### src/rtl/spi_cmd_master.sv
// rtl/spi_cmd_master.sv - SPI command master: cmd byte, data byte, optional read byte
module spi_cmd_master #(
    parameter int CLK_DIV = 2,
    parameter int GAP_SCK = 4
) (
    input  logic       clk,
    input  logic       reset_n,
    input  logic       req_valid,
    output logic       req_ready,
    input  logic [3:0] req_cmd,
    input  logic [7:0] req_data,
    input  logic       req_read,
    output logic       rsp_valid,
    output logic [7:0] rsp_data,
    output logic       busy,
    output logic       SCK,
    output logic       SSB,
    output logic       MOSI,
    input  logic       MISO
);
    localparam int DW      = (CLK_DIV > 1) ? $clog2(CLK_DIV) : 1;
    localparam int CNT_MAX = (GAP_SCK > 8) ? GAP_SCK : 8;
    localparam int CW      = $clog2(CNT_MAX);

    typedef enum logic [2:0] {IDLE, SHIFT, GAP, RDSHIFT, DONE} state_t;

    state_t          state_q, state_d;
    logic [DW-1:0]   div_q, div_d;
    logic            sck_q, sck_d;
    logic [CW-1:0]   cnt_q, cnt_d;
    logic [1:0]      byte_q, byte_d;
    logic [7:0]      tx_q, tx_d;
    logic [7:0]      rx_q, rx_d;
    logic [7:0]      data_q, data_d;
    logic            read_q, read_d;
    logic [7:0]      rsp_data_q, rsp_data_d;

    logic            wrap;
    logic            sck_rise;
    logic            sck_fall;

    assign wrap     = (div_q == DW'(CLK_DIV - 1));
    assign sck_rise = wrap && !sck_q;
    assign sck_fall = wrap && sck_q;

    // State and datapath registers; reset returns the bus to idle even mid-transfer
    always_ff @(posedge clk) begin
        if (!reset_n) begin
            state_q    <= IDLE;
            div_q      <= '0;
            sck_q      <= 1'b0;
            cnt_q      <= '0;
            byte_q     <= '0;
            tx_q       <= '0;
            rx_q       <= '0;
            data_q     <= '0;
            read_q     <= 1'b0;
            rsp_data_q <= '0;
        end else begin
            state_q    <= state_d;
            div_q      <= div_d;
            sck_q      <= sck_d;
            cnt_q      <= cnt_d;
            byte_q     <= byte_d;
            tx_q       <= tx_d;
            rx_q       <= rx_d;
            data_q     <= data_d;
            read_q     <= read_d;
            rsp_data_q <= rsp_data_d;
        end
    end

    // Next-state: SCK runs through SHIFT/GAP/RDSHIFT; every phase ends on an SCK falling edge
    always_comb begin
        state_d    = state_q;
        div_d      = div_q;
        sck_d      = sck_q;
        cnt_d      = cnt_q;
        byte_d     = byte_q;
        tx_d       = tx_q;
        rx_d       = rx_q;
        data_d     = data_q;
        read_d     = read_q;
        rsp_data_d = rsp_data_q;
        case (state_q)
            IDLE: begin
                if (req_valid) begin
                    state_d = SHIFT;
                    tx_d    = {4'b0000, req_cmd};
                    data_d  = req_data;
                    read_d  = req_read;
                    div_d   = '0;
                    sck_d   = 1'b0;
                    cnt_d   = '0;
                    byte_d  = '0;
                    rx_d    = '0;
                end
            end
            SHIFT, RDSHIFT, GAP: begin
                div_d = wrap ? '0 : div_q + 1'b1;
                if (wrap) begin
                    sck_d = ~sck_q;
                end
                // MISO is taken at the clk edge that raises SCK, i.e. its pre-edge value
                if (sck_rise && state_q == RDSHIFT) begin
                    rx_d = {rx_q[6:0], MISO};
                end
                if (sck_fall) begin
                    if (state_q == GAP) begin
                        if (cnt_q == CW'(GAP_SCK - 1)) begin
                            cnt_d = '0;
                            if (byte_q == 2'd1) begin
                                state_d = SHIFT;
                                tx_d    = data_q;
                            end else if (byte_q == 2'd2 && read_q) begin
                                state_d = RDSHIFT;
                            end else begin
                                state_d    = DONE;
                                rsp_data_d = read_q ? rx_q : 8'h00;
                            end
                        end else begin
                            cnt_d = cnt_q + 1'b1;
                        end
                    end else begin
                        if (cnt_q == CW'(7)) begin
                            state_d = GAP;
                            cnt_d   = '0;
                            byte_d  = byte_q + 1'b1;
                        end else begin
                            cnt_d = cnt_q + 1'b1;
                            tx_d  = {tx_q[6:0], 1'b0};
                        end
                    end
                end
            end
            DONE: begin
                state_d = IDLE;
                sck_d   = 1'b0;
                div_d   = '0;
            end
            default: state_d = IDLE;
        endcase
    end

    assign req_ready = (state_q == IDLE);
    assign busy      = ~req_ready;
    assign rsp_valid = (state_q == DONE);
    assign rsp_data  = rsp_data_q;
    assign SCK       = sck_q;
    assign SSB       = !((state_q == SHIFT) || (state_q == RDSHIFT));
    assign MOSI      = (state_q == SHIFT) && tx_q[7];
endmodule

### config.mk
export PLATFORM = sky130hd
export DESIGN_NAME = spi_cmd_master
export DESIGN_NICKNAME = d
export VERILOG_FILES = /design/src/rtl/spi_cmd_master.sv
export SDC_FILE = /design/constraint.sdc
export NUM_CORES = 1
export LEC_CHECK = 0
export BUFFER_PORTS_ARGS = -buffer_cell sky130_fd_sc_hd__buf_2
export CORE_MARGIN = 5
export CORE_UTILIZATION = 56
export CTS_CLUSTER_DIAMETER = 80
export DETAILED_ROUTE_END_ITERATION = 6
export HOLD_SLACK_MARGIN = 0.12
export PLACE_DENSITY = 0.78
export SYNTH_ARGS = -nofsm -noshare
export SYNTH_HDL_FRONTEND = slang
export SYNTH_SLANG_ARGS = --single-unit
### constraint.sdc
create_clock -name clk -period 1.8 [get_ports clk]
set_input_delay 0.27 -clock clk [delete_from_list [all_inputs] [get_ports clk]]
set_output_delay 0.27 -clock clk [all_outputs]
set_load 0.005 [all_outputs]
After elaboration in Yosys (flattened, before gate mapping)
Index checks and enable logic that the tools add are counted.

Output and inout bits: 14. Register bits: 43. Input port bits: 17. Logic and storage cells: 91.

Eq/ne operators: 18. Multiplexer cells: 35. Bitwise operators: 4. Reduce and logical (&&, ||, !) cells: 21. Add/sub/neg operators: 3.

Operators by type and width (number): 2-to-1 mux 8 bit (9); 2-to-1 mux 3 bit (12); case mux 8 bit (2 select lines) (2); inequality test 2 bit, second input constant (6); inequality test 3 bit, second input constant (4); case mux 3 bit (2 select lines) (2); AND reduction 6 bit (2); == test 3 x 2 -> 1 bit, second input constant (3); AND reduction 3 bit (3); 2-to-1 mux 2 bit (4); == test 3 bit, second input constant (2); case mux 1 bit (3 select lines) (2); logical AND 1 bit (5); AND reduction 5 bit (1); NOT 1 bit (4); case mux 2 bit (2 select lines) (1); AND reduction 2 bit (2); AND reduction 4 bit (1); adder 3 x 1 -> 3 bit, second input constant (1); == test 3 x 1 -> 1 bit, second input constant (1); zero test 3 bit (1); 2-to-1 mux 1 bit (3); nonzero test 3 bit (1); OR reduction 3 bit (1); other kinds (7) (8).

Longest topological paths before layout
Depth in word-level cells: 8. Gate-level depth with buffers: 7. Gate-level depth less buffers: 6.

Least setup slack after synthesis
Ideal clock, no wire load.

Path kind: reg-to-reg. Start point: reg cnt_q[0]. End point: reg rsp_data_q[0], in the netlist rsp_data[0]. Path buffers: 1. Period minus slack after synthesis: 1.518 ns. Stages on the path, launching flop included: 8. Setup slack: 0.282 ns. Arrival: 1.395 ns. Cell sequence: dfxtp_1 -> ha_1 -> ha_1 -> and3_1 -> and4_1 -> buf_2 -> nand3_1 -> a21boi_0.

Word-level cells in the longest chain between the ends: 2.

Ends and longest elaborated chain: start, declared (line 30) `logic [CW-1:0] cnt_q, cnt_d;`; start signal, assigned (line 63) `cnt_q <= cnt_d;`; == test 3 x 2 -> 1 bit (line 110) `if (cnt_q == CW'(GAP_SCK - 1)) begin`; AND reduction 6 bit (no source line); end signal, assigned (line 69) `rsp_data_q <= rsp_data_d;`; end, declared (line 36) `logic [7:0] rsp_data_q, rsp_data_d;`.

No other way between the ends. A chain may end at the register's enable or synchronous reset.

Worst setup path after layout
Start point: reg cnt_q[0]. End point: reg rsp_data_q[3], in the netlist rsp_data[3].

The elaborated chain is that of the path after synthesis.

==> metrics.cfg <==
[timing]
slew_headroom_pct = 60.1
finalHoldViolations = 0
setup_viol = 0
min_period_ns = 1.65
rsz0062_at_grt = false
fin_crit_sh_pct = 91.5
slew_viol_final = 0
fin_tns_setup_ns = 0
fmax_mhz = 607
fin_skew_ns = 0.00690
worst_pin_slew_ns = 0.597

[final_layout]
drive_gt1_share_pct = 17.7
diodes = 0
finish.instance_area_mm2 = 0.00241
syn2layout_area_growth_pct = 14.5
final_cells = 342
fin_nets = 316

[global_route]
grt_pass1_vias = 1726
overflow = 0
grt_pass1_wl_mm = 7.83
grt_usage_pct = 19.1
grt_max_degree = 29
antenna_found_initial = 0

[yosys]
synth_fp_nets = 287
synth_cell_types = 43
synth_flop_cell = dfxtp_1
yosysWarnings = 0
muxShareOfSynthArea_pct = 3.80
yosys.area_share.simple_pct = 27.4
synth-compound-area-share_pct = 19.3
ys_seq_area_share_pct = 40.8
netlist_area_mm2 = 0.00211
synth-edff-count = 0
synth_xor_area_share_pct = 0
synthCells = 264
ys_ff_latch = 43
syn_area_per_cell_um2 = 7.99
synth_fa_ha_area_share_pct = 3.56
async_reset_ff_share_pct = 0
synth_top_family_by_area = simple AND/OR/NAND/NOR gates

[floorplanning]
design.core.area_mm2 = 0.00366
num_io_pins = 31
dieWidth_um = 71.4
start_util_pct = 57.6
rows = 22
die_area_mm2 = 0.00509
fp.dieH_um = 71.4

[hold_path]
holdPathStages = 3
min_to = rx_q[0]
hold_path_startpoint = MISO
hold_class = primary input to flop

[critical_path]
worstPathMaxFanout = 8
worst-path-buf-inv = 0
reg2reg_to = rsp_data[3]
r2r-start = cnt_q[0]
path_delay_family = simple AND/OR/NAND/NOR gates
crit_type = flop to flop
rrSetupSlack_ns = 0.15
worstPathArrival_ns = 1.83
startpoint_type = flop
crit_chain = ha_1 -> ha_1 -> and3_1 -> nand4_1 -> nand2_1 -> a21boi_0
crit_slowest_cell = dfxtp_1
end_kind = flop
critical_path.max_stage_delay_ns = 0.36
worstRegToRegCells = 6
worstPathRequired_ns = 1.98
crit_path_frequent_cell = ha_1

[routing]
first_iter_violations = 92
vias = 1842
ant_nets = 0
post_drt_wl_per_cell_um = 13.4
drt_pass1_iterations = 4
viasPerCell = 5.39
drc = 0
drt_wl_total_mm = 4.59

[pwr]
power_density_mw_per_mm2 = 816
p_leak_nw = 0.952
ir_worst_vdd_mv = 0.501

[clock_network]
cts.sink_count = 43
cts_resized = 0
cts_setup_buffers = 0
cts_buffers = 5
clock_tree.htree_level_count = 2
tritoncts = done
clockBufferDepth = 2
clock_latency_ns = 0.30
clk_pin_slew_ns = 0.08
clock-root-buffer = clkbuf_8
ctsHoldBuffers = 0

[outcome]
status = completed

[placed_design]
port-buffer-count = 30
dp_cells = 334
dpl_cell_area_mm2 = 0.00232
hpwl_mm = 3.29
place.gp.congestion = 0.841

[run]
cap_violations = 0

registers in the layout (all words and copies together), names as in the netlist:
signal	count
data_q	8
cnt_q	3
byte_q	2
div_q	1
tx_q	8
read_q	1
SCK	1
rsp_data	8
rx_q	8
state_q	3
layout by cell type, fill, tap and decap left out, types with 2 or more instances in the layout:
| cell type | n |
|---|---|
| buf_2 | 30 |
| nand2_1 | 64 |
| mux2i_1 | 8 |
| nand3_1 | 18 |
| o2bb2ai_1 | 2 |
| o21ai_0 | 9 |
| nand4_1 | 2 |
| o221ai_1 | 3 |
| ha_1 | 6 |
| inv_1 | 10 |
| nor3_1 | 5 |
| nor2_1 | 9 |
| nand2b_1 | 3 |
| a21boi_0 | 17 |
| a21oi_1 | 3 |
| a31oi_1 | 2 |
| clkbuf_8 | 6 |
| buf_4 | 9 |
| and2_1 | 4 |
| nor2b_1 | 4 |
| dfxtp_1 | 42 |
| o21a_1 | 6 |
| o21ai_1 | 8 |
tightest hold or removal path, stage by stage:
cell	delay [ns]
buf_2	0.10
nand2_1	0.05
o21ai_1	0.05
metrics by stage:
stage / hold WS, ns / power (mW) / util (%) / worst slack, ns
5_1_grt: 0.203 / 2.07 / 66.0 / 0.0115
3_3_place_gp: 0.442 / 1.35 / 63.3 / 0.148
6_report: 0.200 / 1.97 / 66.0 / 0.154
3_5_place_dp: 0.454 / 1.35 / 63.3 / 0.0890
4_1_cts: 0.197 / 1.98 / 65.9 / 0.0685
2_1_floorplan: 0.403 / 1.25 / - / 0.282
power breakdown:
group / switching [mW] / internal, mW / total, mW
clock: 0.328 / 0.314 / 0.642
sequential: 0.0359 / 0.989 / 1.02
combinational: 0.178 / 0.126 / 0.304
synthesized netlist by cell type (2+ instances only):
master     number  area share (%)
clkbuf_1       10             1.8
inv_1          10             1.8
a31oi_1         2            0.59
mux2i_1         8             3.8
a21oi_1         3            0.71
o2bb2ai_1       2            0.83
ha_1            6             3.6
nand2b_1        3            0.89
o21ai_1         8             1.9
nand4_1         2            0.59
o21ai_0         9             2.1
o21a_1          6             2.1
buf_1           2            0.36
and4_1          2            0.83
and2_1          4             1.2
nor2b_1         4             1.2
nand2_1        64              11
buf_2           5             1.2
nand3_1        18             4.3
dfxtp_1        43              41
o221ai_1        3             1.2
nor3_1          5             1.2
nor2_1          9             1.6
a21boi_0       17             6.1
cell families (layout without fill, tap and decap cells):
kind of cell,count (synthesis),after routing
mux,8,8
fa+ha+maj,6,6
compound gates,59,59
flops,43,43
simple gates,121,121
buf+inv,27,57
layout make-up:
cell class	count	area [um2]
Fill cell	326	1250
Clock inverter	1	8.76
Inverter	10	37.5
Multi-Input combinational cell	194	1140
Clock buffer	7	86.3
Sequential cell	43	862
Timing Repair Buffer	39	218
Tap cell	48	60.1
how the worst max path moves through the flow:
stage / slack [ns] / to / cells after the start / startpoint
2_1_floorplan: 0.28 / rsp_data[0] / 7 / cnt_q[0]
3_3_place_gp: 0.15 / rsp_data[5] / 6 / cnt_q[0]
3_5_place_dp: 0.09 / rsp_data[6] / 6 / cnt_q[0]
4_1_cts: 0.07 / MOSI / 4 / state_q[0]
5_1_grt: 0.01 / MOSI / 4 / state_q[0]
6_report: 0.15 / rsp_data[3] / 6 / cnt_q[0]
routing by layer:
layer | vias to the layer above | share of wire (%) | routed length (um) | GRT usage [%]
met3 | 7 | 3.7 | 169 | 4.63
met1 | 831 | 49 | 2240 | 25.5
met2 | 38 | 46 | 2130 | 30.5
met4 | 0 | 1.2 | 55 | 5.85
met5 | - | 0 | 0 | 0
li1 | 966 | - | - | -
No activity file was read; power rests on OpenSTA's default activity.
